--- src/rtl/viterbi_pkg.sv ---
// Shared Viterbi traceback definitions: default code size, FSM encoding and
// the trellis predecessor-state step.
package viterbi_pkg;

  localparam int unsigned K_DEF = 3;
  localparam int unsigned NS    = 1 << (K_DEF - 1);
  localparam int unsigned SW    = K_DEF - 1;

  typedef enum logic [1:0] {
    ST_IDLE  = 2'd0,
    ST_FILL  = 2'd1,
    ST_TRACE = 2'd2,
    ST_EMIT  = 2'd3
  } tb_state_e;

  // One traceback step: shift the survivor decision into the state LSB.
  function automatic logic [31:0] pred_state(input logic [31:0] s,
                                             input logic        d,
                                             input int unsigned sw);
    logic [31:0] mask;
    mask = (32'd1 << sw) - 32'd1;
    return ((s << 1) | {31'd0, d}) & mask;
  endfunction

endpackage

--- src/rtl/tb_survivor_mem.sv ---
// Survivor decision storage: one NS-bit decision vector per trellis step,
// registered write port, combinational read port.
module tb_survivor_mem #(
  parameter int unsigned DEPTH = 16,
  parameter int unsigned WIDTH = 4,
  parameter int unsigned AW    = 4
) (
  input  logic             clk,
  input  logic             we,
  input  logic [AW-1:0]    waddr,
  input  logic [WIDTH-1:0] wdata,
  input  logic [AW-1:0]    raddr,
  output logic [WIDTH-1:0] rdata_c
);

  logic [WIDTH-1:0] mem_q [DEPTH];

  always_ff @(posedge clk) begin
    if (we) mem_q[waddr] <= wdata;
  end

  assign rdata_c = mem_q[raddr];

endmodule

--- src/rtl/traceback_frame_decoder.sv ---
// Frame-based Viterbi traceback: stores decision vectors, traces back from the
// final step, then emits decoded bits in forward order as OUT_W-bit words.
// Define TB_START_BEST_EN to start traceback from i_end_state on i_last frames.
module traceback_frame_decoder
  import viterbi_pkg::*;
#(
  parameter int unsigned K         = K_DEF,
  parameter int unsigned FRAME_MAX = 16,
  parameter int unsigned OUT_W     = 8
) (
  input  logic                  clk,
  input  logic                  rst,
  input  logic                  i_valid,
  input  logic [(1<<(K-1))-1:0] i_dec,
  input  logic                  i_last,
  input  logic [K-2:0]          i_end_state,
  output logic                  o_in_ready,
  output logic [OUT_W-1:0]      o_data,
  output logic                  o_valid,
  input  logic                  i_ready,
  output logic                  o_done,
  output logic                  o_ovf
);

  localparam int unsigned LNS = 1 << (K - 1);
  localparam int unsigned LSW = K - 1;
  localparam int unsigned PW  = $clog2(FRAME_MAX + 1);
  localparam int unsigned AW  = (FRAME_MAX > 1) ? $clog2(FRAME_MAX) : 1;
  localparam int unsigned NW  = (FRAME_MAX + OUT_W - 1) / OUT_W;
  localparam int unsigned BW  = NW * OUT_W;
  localparam int unsigned WW  = (NW > 1) ? $clog2(NW) : 1;

  tb_state_e        state_q, state_d;
  logic [PW-1:0]    wp_q, wp_d;
  logic [PW-1:0]    t_q, t_d;
  logic [LSW-1:0]   s_q, s_d;
  logic [BW-1:0]    buf_q, buf_d;
  logic [WW-1:0]    word_q, word_d;
  logic [WW-1:0]    lastw_q, lastw_d;
  logic [OUT_W-1:0] data_q, data_d;
  logic             valid_q, valid_d;
  logic             done_q, done_d;
  logic             ovf_q, ovf_d;
  logic             rdy_q, rdy_d;
  logic             we_c;
  logic [LNS-1:0]   rd_c;

  tb_survivor_mem #(
    .DEPTH (FRAME_MAX),
    .WIDTH (LNS),
    .AW    (AW)
  ) u_mem (
    .clk     (clk),
    .we      (we_c),
    .waddr   (wp_q[AW-1:0]),
    .wdata   (i_dec),
    .raddr   (t_q[AW-1:0]),
    .rdata_c (rd_c)
  );

  always_ff @(posedge clk or negedge rst) begin
    if (!rst) begin
      state_q <= ST_IDLE;
      wp_q    <= '0;
      t_q     <= '0;
      s_q     <= '0;
      buf_q   <= '0;
      word_q  <= '0;
      lastw_q <= '0;
      data_q  <= '0;
      valid_q <= 1'b0;
      done_q  <= 1'b0;
      ovf_q   <= 1'b0;
      rdy_q   <= 1'b1;
    end else begin
      state_q <= state_d;
      wp_q    <= wp_d;
      t_q     <= t_d;
      s_q     <= s_d;
      buf_q   <= buf_d;
      word_q  <= word_d;
      lastw_q <= lastw_d;
      data_q  <= data_d;
      valid_q <= valid_d;
      done_q  <= done_d;
      ovf_q   <= ovf_d;
      rdy_q   <= rdy_d;
    end
  end

  always_comb begin
    state_d = state_q;
    wp_d    = wp_q;
    t_d     = t_q;
    s_d     = s_q;
    buf_d   = buf_q;
    word_d  = word_q;
    lastw_d = lastw_q;
    data_d  = data_q;
    valid_d = valid_q;
    done_d  = 1'b0;
    ovf_d   = ovf_q;
    we_c    = 1'b0;

    case (state_q)
      ST_IDLE, ST_FILL: begin
        if (i_valid) begin
          we_c    = 1'b1;
          wp_d    = wp_q + PW'(1);
          state_d = ST_FILL;
          if (state_q == ST_IDLE) ovf_d = 1'b0;
          // Close the frame on i_last or when storage is full.
          if (i_last || (wp_d == PW'(FRAME_MAX))) begin
            state_d = ST_TRACE;
            t_d     = wp_q;
            lastw_d = WW'(32'(wp_q) / OUT_W);
            buf_d   = '0;
`ifdef TB_START_BEST_EN
            s_d     = i_last ? i_end_state : '0;
`else
            // Terminated code: end state is deliberately ignored.
            s_d     = i_end_state & {LSW{1'b0}};
`endif
            if (!i_last) ovf_d = 1'b1;
          end
        end
      end
      ST_TRACE: begin
        buf_d = buf_q | (BW'(s_q[LSW-1]) << t_q);
        s_d   = LSW'(pred_state(32'(s_q), rd_c[s_q], LSW));
        t_d   = t_q - PW'(1);
        if (t_q == '0) begin
          state_d = ST_EMIT;
          word_d  = '0;
          data_d  = buf_d[OUT_W-1:0];
          valid_d = 1'b1;
        end
      end
      ST_EMIT: begin
        if (valid_q && i_ready) begin
          if (word_q == lastw_q) begin
            state_d = ST_IDLE;
            valid_d = 1'b0;
            done_d  = 1'b1;
            data_d  = '0;
            wp_d    = '0;
          end else begin
            word_d = word_q + WW'(1);
            data_d = OUT_W'(buf_q >> (32'(word_d) * OUT_W));
          end
        end
      end
      default: state_d = ST_IDLE;
    endcase

    rdy_d = (state_d == ST_IDLE) || (state_d == ST_FILL);
  end

  assign o_in_ready = rdy_q;
  assign o_data     = data_q;
  assign o_valid    = valid_q;
  assign o_done     = done_q;
  assign o_ovf      = ovf_q;

endmodule

--- config.mk ---
export PLATFORM = sky130hd
export DESIGN_NAME = traceback_frame_decoder
export DESIGN_NICKNAME = d
export VERILOG_FILES = /design/src/rtl/viterbi_pkg.sv /design/src/rtl/tb_survivor_mem.sv /design/src/rtl/traceback_frame_decoder.sv
export SDC_FILE = /design/constraint.sdc
export NUM_CORES = 1
export LEC_CHECK = 0
export CAP_MARGIN = 20
export CORE_MARGIN = 2
export CORE_UTILIZATION = 45
export CTS_BUF_LIST = sky130_fd_sc_hd__clkbuf_4
export CTS_CLUSTER_SIZE = 10
export DETAILED_ROUTE_END_ITERATION = 6
export PLACE_DENSITY_LB_ADDON = 0.2
export SYNTH_ARGS = -nofsm -noshare
export SYNTH_HDL_FRONTEND = slang
export SYNTH_SLANG_ARGS = --single-unit
--- constraint.sdc ---
create_clock -name clk -period 2.4 [get_ports clk]
set_input_delay 0.72 -clock clk [delete_from_list [all_inputs] [get_ports clk]]
set_output_delay 0.72 -clock clk [all_outputs]
set_load 0.005 [all_outputs]
Word-level counts from Yosys, hierarchy flattened:

Memory sizes are Yosys's and may differ from the RTL's.
Index checks and enable logic that the tools add are counted.

* memories: 1
* memory bits (writable): 64
* output and inout port bits: 12
* bits in registers: 44
* word-level logic and storage cells: 93

Memories
* u_mem.mem_q: words 16, bits a word 4, rd ports 1, clocked after memory_dff 0, write ports 1, line tb_survivor_mem.sv:16 `logic [WIDTH-1:0] mem_q [DEPTH];`

* bitwise logic cells: 2
* $add $sub $neg: 3
* muxes and demuxes: 43
* shifts and indexed selects: 2
* equal/unequal tests: 12
* order comparisons: 1
* reductions and logical operators: 17

Operator list (count)
* 2-to-1 mux 16 bit: 2
* one-hot mux 16 bit (2 select lines): 1
* 2-to-1 mux 5 bit: 5
* 2-to-1 mux 8 bit: 3
* one-hot mux 5 bit (2 select lines): 2
* 2-to-1 mux 1 bit: 17
* bitwise OR 16 bit: 1
* one-hot mux 8 bit (2 select lines): 1
* << shifter 1 x 5 -> 16 bit: 1
* right shift 16 x 4 -> 8 bit: 1
* 2-to-1 mux 2 bit: 7
* inequality test 2 bit, second input constant: 6
* AND reduction 4 bit: 3
* AND reduction 3 bit: 3
* one-hot mux 2 bit (3 select lines): 1
* nonzero test 2 bit: 3
* adder 5 x 1 -> 5 bit, second input constant: 1
* equality test 5 bit, second input constant: 1
* logical NOT 5 bit: 1
* subtractor 5 x 1 -> 5 bit, second input constant: 1
* equality test 2 x 1 -> 1 bit, second input constant: 2
* equality test 2 bit, second input constant: 2
* logical NOT 2 bit: 2
* one-hot mux 1 bit (2 select lines): 2
* other kinds (10): 11

Longest topological paths before layout:

Gate-level depths: netlist (run 1).

* depth in word-level cells: 8
* mapped depth: 9
* gate-level depth less buffers: 7

Modules after synthesis:

A second synthesis (run 1) with hierarchy kept.

* cell total of the unflattened synthesis: 344
* area total of the unflattened synthesis: 4778.3 um^2

Modules (own cells, without submodules)
* tb_survivor_mem: area each 2586.2 um^2, instances 1, sequential area each 1921.8 um^2, cells each 126
* traceback_frame_decoder: area each 2192.1 um^2, instances 1, sequential area each 1102.3 um^2, cells each 218

Worst setup path before layout (run 1):

No wires, ideal clock.

* path type: input to register
* start: input i_valid
* end: register buf_q[10]
* stages: 7
* slack: 0.386 ns
* path buffers: 3
* arrival time: 1.892 ns
* setup time: 0.121 ns
* cell sequence: nor2b_1 -> buf_2 -> nand3_1 -> o21ai_1 -> buf_2 -> buf_2 -> nor2_1

* cells in the longest elaborated chain, start to end: 2

RTL lines
* start, declared: line traceback_frame_decoder.sv:13 `input logic i_valid,`
* inequality test 2 bit (no line)
* AND reduction 3 bit (no line)
* end signal, assigned: line traceback_frame_decoder.sv:80 `buf_q <= buf_d;`
* end, declared: line traceback_frame_decoder.sv:37 `logic [BW-1:0] buf_q, buf_d;`

No other way between the ends.
A chain may end at the register's enable or synchronous reset.

Final worst setup path (run 1):

* start: register rdy_q (netlist: o_in_ready)
* end: output o_in_ready

RTL lines
* start, declared: line traceback_frame_decoder.sv:44 `logic rdy_q, rdy_d;`
* start signal, assigned: line traceback_frame_decoder.sv:87 `rdy_q <= rdy_d;`
* end, declared: line traceback_frame_decoder.sv:17 `output logic o_in_ready,`

No word-level cell between the ends.

==> flow_summary_export.csv, run 1 <==
group,metric,value,unit
setup_path,worstPathCellList,"clkdlybuf4s50_1",
synthesis,synth.avg_cell_area,13.3,um2
cells_and_area,final_common_cell,"edfxtp_1",
global_route,antenna_found_initial,0,
timing,drv_slew,0,
clock_tree,clockBufferDepth,2,
power,ir_worst_vdd,0.370,mV
route,ant_nets,0,
setup_path,path_class,"flip-flop to output pin",
power,p_per_area,1000,mW/mm2
synthesis,ys_types,53,
setup_path,reg2reg_depth,5,
floorplanning,rows,37,
synthesis,synth_top_flop_cell,"edfxtp_1",
clock_tree,cts_buffers,9,
place,port_buffers,20,
clock_tree,cts_hold_buf,0,
synthesis,netlist_area,0.00465,mm2
setup_path,cp.arrival,1.52,ns
power,p_seq_share,48.4,%
cells_and_area,num-fill-cells,903,
timing,min_period_over_period,93.1,%
timing,rsz0062_at_grt,"no",
timing,max_slew_margin,59.2,%
setup_path,r2r-start,"t_q[0]$_DFFE_PN0P_",
clock_tree,path_clk_slew,0.18,ns
setup_path,r2r-end,"s_q[0]$_DFFE_PN0P_",
clock_tree,cts-root-buf,"clkbuf_4",
cells_and_area,final_util,52.5,%
cells_and_area,synthToLayoutAreaGrowth,15.0,%
cells_and_area,mostFrequentLayoutCells,"edfxtp_1, dfrtp_1, nor2_1",
timing,worstMarginPinSlew,0.611,ns
cells_and_area,nets,414,
status,outcome,"completed",
route,vias,3013,
timing,fmax,0.447,GHz
floorplanning,num_io_pins,23,
power,swShare,36.4,%
timing,setup-tns-final,0,ns
route,routed_wl,9700,um
setup_path,critPathMaxFanout,1,
cells_and_area,drive_gt1_share,17.1,%
route,drtIter0Drc,221,
power,combPwrFrac,35.7,%
timing,hold_viol,0,
clock_tree,clock_latency,0.47,ns
floorplanning,die_area,0.0112,mm2
global_route,grt_util_all_layers,18.4,%
global_route,grt_max_degree,45,
setup_path,critPathMaxStageDelay,0.56,ns
setup_path,cpMaxStageDelayCell,"dfstp_2",
synthesis,synth-edff-count,64,
synthesis,synth-seq-area-share,65.0,%
route,first_pass_iters,4,
setup_path,worst-path-buf-inv,1,
route,drcViolationCount,0,
floorplanning,dieWidth,106,um
global_route,first_global_vias,2995,
power,switchingPower,1.96,mW
synthesis,synth.largest_area_cell,"edfxtp_1",
synthesis,ys_ff_latch,108,
power,p_int,3.41,mW
timing,fin_worst_skew,0.0288,ns
power,p_total,5.36,mW
timing,setup-violations-final,0,
setup_path,startpoint_type,"flip-flop",
worst_hold_path,hold_class,"input pin to asynchronous set/reset pin",
synthesis,synth_top_area_share,41.3,%
floorplanning,core,0.0102,mm2
route,vias_per_cell,5.59,
floorplanning,initial_core_util,45.7,%
setup_path,crit_required,1.68,ns
clock_tree,cts_tree,"yes",
synthesis,syn_nets,366,
clock_tree,clkSinkCount,108,
power,p_leak,2.05,nW
setup_path,crit_family,"flip-flops",
flow_run,drv_cap,0,
global_route,grt_first_pass_wirelength,15700,um
cells_and_area,antennaDiodeCount,0,
synthesis,synth_async_sr_flop_share,40.7,%
setup_path,r2r_slack,0.27,ns
route,wl_per_cell,18.0,um
synthesis,synth_area_leaders,"edfxtp_1, dfrtp_1, mux4_1, mux4_2, nor2_1",
setup_path,cp-end-kind,"output pin",
floorplanning,die_h,106,um
timing,layout_min_cycle_time,2.24,ns
place,gp_congestion,0.823,
synthesis,yosys_warnings,0,
global_route,overflow,0,
place,dp_hpwl,6650,um
synthesis,syn-instance-count,350,
power,p_clk_share,15.9,%
clock_tree,h-tree-depth,3,
cells in the mapped netlist, types with 3 or more instances:
library cell and instances:
a22oi_1 4, nor2_1 42, buf_2 10, edfxtp_1 64, clkbuf_1 4, nand3_1 5
a31oi_1 6, inv_1 6, dfrtp_1 43, mux4_1 6, a221o_1 3, nand2_1 33
a21oi_1 23, o21ai_0 11, a211oi_1 4, mux2i_1 7, nor2b_1 5, ha_1 5
mux4_2 7, nand2b_1 4, nor3_1 10, a32o_1 4
power groups by stage:
stage               Sequential [mW]  Clock (mW)  Combinational [mW]
finish                         2.60       0.851                1.92
global placement               2.62           0                1.91
CTS                            2.59       0.873                1.93
detailed placement             2.63           0                1.93
floorplan                      2.45           0                1.38
global route                   2.65       0.950                2.13
repair_timing:
item,4_1_cts,5_1_grt
setup endpoints to repair,0,8
setup buffers,0,0
gates resized for setup,0,3
sequential cells by signal, summed over array words and instances, names as in the netlist, named ones only:
name / count
s_q: 2
wp_q: 5
o_data: 8
o_in_ready: 1
word_q: 1
lastw_q: 1
u_mem.mem_q: 64
o_done: 1
o_valid: 1
o_ovf: 1
t_q: 5
buf_q: 16
logic make-up (layout without fill, tap and decap cells):
| group | count (synthesis) | after routing | share of synthesized area [%] |
|---|---|---|---|
| adder cells (fa/ha/maj) | 5 | 5 | 1.35 |
| XOR/XNOR | 2 | 2 | 0.377 |
| buffers and inverters | 25 | 78 | 2.53 |
| AND/OR/NAND/NOR | 114 | 114 | 11.3 |
| flip-flops | 108 | 108 | 65.0 |
| AO/OA/AOI/OAI | 74 | 74 | 10.6 |
| multiplexers | 22 | 22 | 8.77 |
how the worst max path moves through the flow:
| stage | start | to | slack (ns) | cells after the start |
|---|---|---|---|---|
| finish | o_in_ready$_DFF_PN1_ | o_in_ready | 0.16 | 1 |
| floorplan | i_valid | buf_q[10]$_DFFE_PN0P_ | 0.39 | 7 |
| global placement | i_valid | buf_q[0]$_DFFE_PN0P_ | -0.06 | 8 |
| global route | t_q[0]$_DFFE_PN0P_ | s_q[0]$_DFFE_PN0P_ | 0.1 | 5 |
| detailed placement | i_valid | t_q[4]$_DFFE_PN0P_ | -0.09 | 8 |
| CTS | t_q[0]$_DFFE_PN0P_ | o_data[2]$_DFFE_PN0P_ | 0.05 | 7 |
cell type report:
type                            count  area [um2]  share of cell area (%)
Sequential cell                   108        3020                    56.6
Multi-Input combinational cell    217        1520                    28.4
Timing Repair Buffer               55         483                    9.04
Tap cell                          136         170                    3.18
Clock buffer                       10        75.1                    1.40
Clock inverter                      6        48.8                   0.913
Inverter                            7        26.3                   0.492
stage by stage:
step | hold WS [ns] | std cells | instance area (um2) | setup WS (ns)
3_3_place_gp | 0.459 | 523 | 5210 | -0.0587
4_1_cts | 0.185 | 539 | 5340 | 0.0493
2_1_floorplan | 0.424 | 350 | 4650 | 0.386
5_1_grt | 0.166 | 539 | 5350 | 0.0984
3_5_place_dp | 0.464 | 523 | 5210 | -0.0872
6_report | 0.176 | 539 | 5350 | 0.165
metal layers:
metal  share of wire [%]  track usage (%)  vias to the layer above
met5                   0                0                        -
met4                 1.4             5.92                        0
met3                 3.5             2.78                       13
met2                  48             29.0                       54
met1                  47             26.3                     1529
li1                    -                -                     1417
(Power assumes the default switching activity.)
==> run 2: changes to the inputs <==
- CELL_PAD_IN_SITES_DETAIL_PLACEMENT: unset -> 1
- CELL_PAD_IN_SITES_GLOBAL_PLACEMENT: unset -> 1
- CTS_BUF_LIST: sky130_fd_sc_hd__clkbuf_4 -> unset
==> run 2 against run 1 <==
  * Total power rose by 8.5%
  * First-iteration DRC count fell by 8.1%
  * Worst setup slack improved by 0.041 ns
  * Cell count rose by 1.5%
  * Non-clock buffer count rose by 8
  * Register-to-register slack got worse by 0.06 ns
  * Largest cell class unchanged
  * Worst hold slack improved by 0.067 ns
==> flow_summary_export.csv, run 2 (same netlist as run 1, synthesis figures left out) <==
group,metric,value,unit
cells_and_area,synthToLayoutAreaGrowth,17.6,%
timing,fin_ws,0.206,ns
floorplanning,initial_core_util,45.7,%
global_route,use_met2,34.1,%
clock_tree,clockBufferDepth,2,
place,gp_congestion,0.753,
route,vias,3099,
flow_run,drv_cap,0,
setup_path,worstSetupStartpoint,"t_q[0]$_DFFE_PN0P_",
global_route,grt_first_pass_wirelength,17900,um
cells_and_area,final_common_cell,"edfxtp_1",
worst_hold_path,hold_class,"input pin to asynchronous set/reset pin",
clock_tree,cts_buffers,9,
power,ir_worst_vdd,0.466,mV
setup_path,cp-end-kind,"flip-flop",
setup_path,cp.arrival,2.45,ns
route,first_pass_iters,4,
cells_and_area,antennaDiodeCount,0,
clock_tree,path_clk_slew,0.11,ns
place,dpl_cell_area,0.00526,mm2
place,dp_hpwl,7930,um
setup_path,path_class,"flip-flop to flip-flop",
cells_and_area,largest_reg_flops,64,
timing,rsz0062_at_grt,"no",
global_route,top_usage_layer,"met2",
setup_path,reg2reg_depth,5,
timing,fin_worst_skew,0.0112,ns
cells_and_area,drive_gt1_share,18.5,%
cells_and_area,nets,422,
power,p_per_area,1060,mW/mm2
place,port_buffers,20,
clock_tree,clkSinkCount,108,
timing,worstMarginPinSlew,0.629,ns
global_route,use_met1,30.1,%
clock_tree,h-tree-depth,3,
floorplanning,rows,37,
place,numPlacedInstances,531,
global_route,grt_util_all_layers,21.2,%
timing,holdWs,0.243,ns
cells_and_area,stdcell_count,547,
setup_path,r2r-end,"s_q[0]$_DFFE_PN0P_",
cells_and_area,regMostFlops,"u_mem.mem_q",
clock_tree,clock_latency,0.37,ns
route,drcViolationCount,0,
cells_and_area,mostFrequentLayoutCells,"edfxtp_1, nor2_1, dfrtp_1, buf_4, nand2_1",
clock_tree,cts_resized,0,
global_route,first_global_vias,3349,
clock_tree,cts_setup_buffers,0,
setup_path,r2r-start,"t_q[0]$_DFFE_PN0P_",
clock_tree,cts_hold_buf,0,
route,ant_nets,0,
clock_tree,cts_tree,"yes",
setup_path,crit_path_end,"s_q[0]$_DFFE_PN0P_",
power,p_total,5.82,mW
clock_tree,cts-root-buf,"clkbuf_8",
setup_path,r2r_slack,0.21,ns
power,p_leak,2.12,nW
floorplanning,core,0.0102,mm2
timing,drv_slew,0,
timing,setup-tns-final,0,ns
timing,min_period_over_period,91.4,%
setup_path,crit_required,2.66,ns
global_route,antenna_found_initial,0,
timing,hold_viol,0,
floorplanning,dieWidth,106,um
global_route,grt_max_degree,20,
timing,layout_min_cycle_time,2.19,ns
timing,setup-violations-final,0,
route,drtIter0Drc,203,
cells_and_area,final_util,53.7,%
setup_path,worstPathCellList,"mux4_1, and2_0, a2111oi_0, a211oi_1, o32a_1",
floorplanning,die_h,106,um
global_route,overflow,0,
global_route,met3_usage,2.47,%
setup_path,cpMaxStageDelayCell,"mux4_1",
route,wl_per_cell,20.0,um
cells_and_area,final_area,0.00547,mm2
timing,max_slew_margin,57.9,%
floorplanning,die_area,0.0112,mm2
setup_path,startpoint_type,"flip-flop",
timing,fmax,0.456,GHz
route,routed_wl,10900,um
setup_path,critPathMaxFanout,7,
status,outcome,"completed",
floorplanning,num_io_pins,23,
route,vias_per_cell,5.67,
setup_path,critPathMaxStageDelay,0.60,ns
place,dpl_worst_slack,-0.0376,ns
==> run 2: where the power goes <==
group / total [mW] / switching, mW / internal [mW]
Sequential: 2.58 / 0.313 / 2.27
Clock: 1.16 / 0.659 / 0.499
Combinational: 2.08 / 1.11 / 0.968
==> run 2: worst min-delay path by stage <==
stage,start,end,slack (ns),depth (start not counted)
after floorplan,rst,asynchronous set/reset pin,0.42,0
after global placement,buf_q[14]$_DFFE_PN0P_,o_data[6]$_DFFE_PN0P_,0.46,2
after detailed placement,buf_q[14]$_DFFE_PN0P_,o_data[6]$_DFFE_PN0P_,0.47,2
after CTS,rst,o_valid$_DFFE_PN0P_,0.25,1
after global routing,rst,o_valid$_DFFE_PN0P_,0.26,1
final,rst,o_valid$_DFFE_PN0P_,0.24,1
==> run 2: worst max-delay path, delay by kind of cell (launching register included) <==
family             cells  cell delay (ns)
AOI/OAI and AO/OA      3             0.78
muxes                  1             0.60
DFF                    1             0.51
and+or+nand+nor        1             0.19
==> run 2: metal layers <==
layer	vias to the layer above	wire length, um
met5	-	0
met4	0	141
met3	12	476
met2	58	5340
met1	1607	4970
li1	1422	-
==> run 2: cell type report <==
cell class | count | area (um2)
Fill cell | 1056 | 4720
Sequential cell | 108 | 3030
Multi-Input combinational cell | 217 | 1510
Timing Repair Buffer | 63 | 531
Tap cell | 136 | 170
Clock buffer | 9 | 124
Clock inverter | 7 | 81.3
Inverter | 7 | 26.3
==> run 3: changes to the inputs <==
- CORE_ASPECT_RATIO: unset -> 0.7
==> run 3 against run 2 <==
  * Global-route usage is 0.13 points higher
  * Total power is 5.5% higher
  * Non-clock buffer count is 1 lower
  * Critical path type is now input pin to flip-flop
  * Cell area is 1.3% higher
  * First-iteration DRC count is 18% higher
==> flow_summary_export.csv, run 3 (same netlist as run 1, synthesis figures left out) <==
group,metric,value,unit
setup_path,cp.arrival,2.44,ns
clock_tree,cts_hold_buf,0,
floorplanning,rows,31,
clock_tree,cts_tree,"yes",
timing,fin_ws,0.191,ns
cells_and_area,num-fill-cells,1032,
timing,hold_viol,0,
power,p_leak,2.15,nW
setup_path,worstSetupPathDepth,6,
clock_tree,clkSinkCount,108,
route,drcViolationCount,0,
timing,fin_worst_skew,0.00849,ns
cells_and_area,regMostFlops,"u_mem.mem_q",
power,p_total,6.14,mW
global_route,grt_util_all_layers,21.4,%
timing,max_slew_margin,58.0,%
clock_tree,clock_latency,0.35,ns
setup_path,cp-end-kind,"flip-flop",
timing,holdWs,0.311,ns
setup_path,r2r-start,"t_q[0]$_DFFE_PN0P_",
timing,drv_slew,0,
floorplanning,core,0.0102,mm2
setup_path,r2r_slack,0.23,ns
route,routed_wl,11400,um
clock_tree,clockBufferDepth,2,
setup_path,cpMaxStageDelayCell,"clkdlybuf4s50_1",
power,p_per_area,1110,mW/mm2
route,first_pass_iters,4,
clock_tree,cts_buffers,9,
global_route,antenna_found_initial,0,
floorplanning,initial_core_util,45.6,%
cells_and_area,stdcell_count,542,
cells_and_area,final_util,54.3,%
place,numPlacedInstances,526,
setup_path,crit_family,"compound AO/OA/AOI/OAI gates",
flow_run,drv_cap,0,
global_route,first_global_vias,3179,
cells_and_area,multi_input_area,0.00152,mm2
cells_and_area,largest_reg_flops,64,
timing,worstMarginPinSlew,0.627,ns
cells_and_area,final_area,0.00554,mm2
place,gp_congestion,0.788,
place,dpl_worst_slack,-0.112,ns
clock_tree,cts-root-buf,"clkbuf_16",
worst_hold_path,hold_class,"input pin to asynchronous set/reset pin",
place,dp_hpwl,7990,um
setup_path,path_class,"input pin to flip-flop",
global_route,grt_max_degree,22,
route,vias,3127,
setup_path,r2r-end,"s_q[0]$_DFFE_PN0P_",
cells_and_area,final_common_cell,"edfxtp_1",
place,port_buffers,20,
floorplanning,num_io_pins,23,
floorplanning,die_h,89.0,um
setup_path,critPathMaxFanout,4,
place,dpl_cell_area,0.00523,mm2
timing,rsz0062_at_grt,"no",
power,ir_worst_vdd,0.538,mV
timing,min_period_over_period,92.0,%
route,drtIter0Drc,240,
cells_and_area,regArea,0.00303,mm2
route,wl_per_cell,21.0,um
cells_and_area,mostFrequentLayoutCells,"edfxtp_1, nor2_1, dfrtp_1, buf_4, nand2_1",
cells_and_area,nets,421,
clock_tree,cts_setup_buffers,0,
cells_and_area,antennaDiodeCount,0,
timing,setup-violations-final,0,
setup_path,worst-path-buf-inv,1,
clock_tree,h-tree-depth,3,
timing,fmax,0.453,GHz
setup_path,startpoint_type,"input pin",
setup_path,reg2reg_depth,6,
setup_path,worstPathCellList,"clkdlybuf4s50_1, nor2b_1, nand3_1, o211ai_1, o21ai_0, o32a_1",
global_route,overflow,0,
route,ant_nets,0,
setup_path,crit_required,2.63,ns
status,outcome,"completed",
cells_and_area,synthToLayoutAreaGrowth,19.1,%
cells_and_area,drive_gt1_share,18.3,%
floorplanning,dieWidth,125,um
route,vias_per_cell,5.77,
global_route,grt_first_pass_wirelength,17900,um
timing,setup-tns-final,0,ns
timing,layout_min_cycle_time,2.21,ns
clock_tree,path_clk_slew,0.07,ns
setup_path,critPathMaxStageDelay,0.48,ns
floorplanning,die_area,0.0112,mm2
==> run 3: power breakdown <==
part | switching [mW] | internal, mW | leakage (nW)
Sequential | 0.381 | 2.27 | 1.16
Combinational | 1.08 | 0.928 | 0.850
Clock | 0.676 | 0.810 | 0.140
Total | 2.13 | 4.01 | 2.15
==> run 3: cell type report <==
class / count / share of cell area (%)
sequential: 108 / 54.6
inverter: 7 / 0.474
timing repair buffer: 62 / 9.22
clock inverter: 6 / 1.15
multi-input combinational: 217 / 27.4
tap: 132 / 2.98
clock buffer: 10 / 4.13
==> run 3: how the worst max path moves through the flow <==
stage	endpoint	slack, ns	start
floorplan	buf_q[10]$_DFFE_PN0P_	0.39	i_valid
global placement	s_q[0]$_DFFE_PN0P_	-0.09	i_valid
detailed placement	s_q[0]$_DFFE_PN0P_	-0.11	i_valid
CTS	o_data[4]$_DFFE_PN0P_	0.04	t_q[0]$_DFFE_PN0P_
global route	s_q[0]$_DFFE_PN0P_	0.09	i_valid
finish	s_q[0]$_DFFE_PN0P_	0.19	i_valid
==> run 3: what timing repair did <==
item	CTS	global route
gates resized for setup	1	3
hold endpoints to repair	0	0
setup endpoints to repair	2	9
==> run 3: routing by layer <==
| metal | vias to the layer above | global-route usage [%] | wire length [um] |
|---|---|---|---|
| met5 | - | 0 | 0 |
| met4 | 0 | 4.44 | 72 |
| met3 | 7 | 5.45 | 546 |
| met2 | 56 | 31.6 | 5160 |
| met1 | 1636 | 32.2 | 5600 |
| li1 | 1428 | - | - |
==> run 3: worst reg2reg max path, cell delays in order, from the launching register on <==
cell and delay (ns):
dfrtp_2 0.52, buf_4 0.23, mux4_1 0.57, and2_1 0.20
a211oi_1 0.26, nor4_1 0.08, o32a_1 0.19
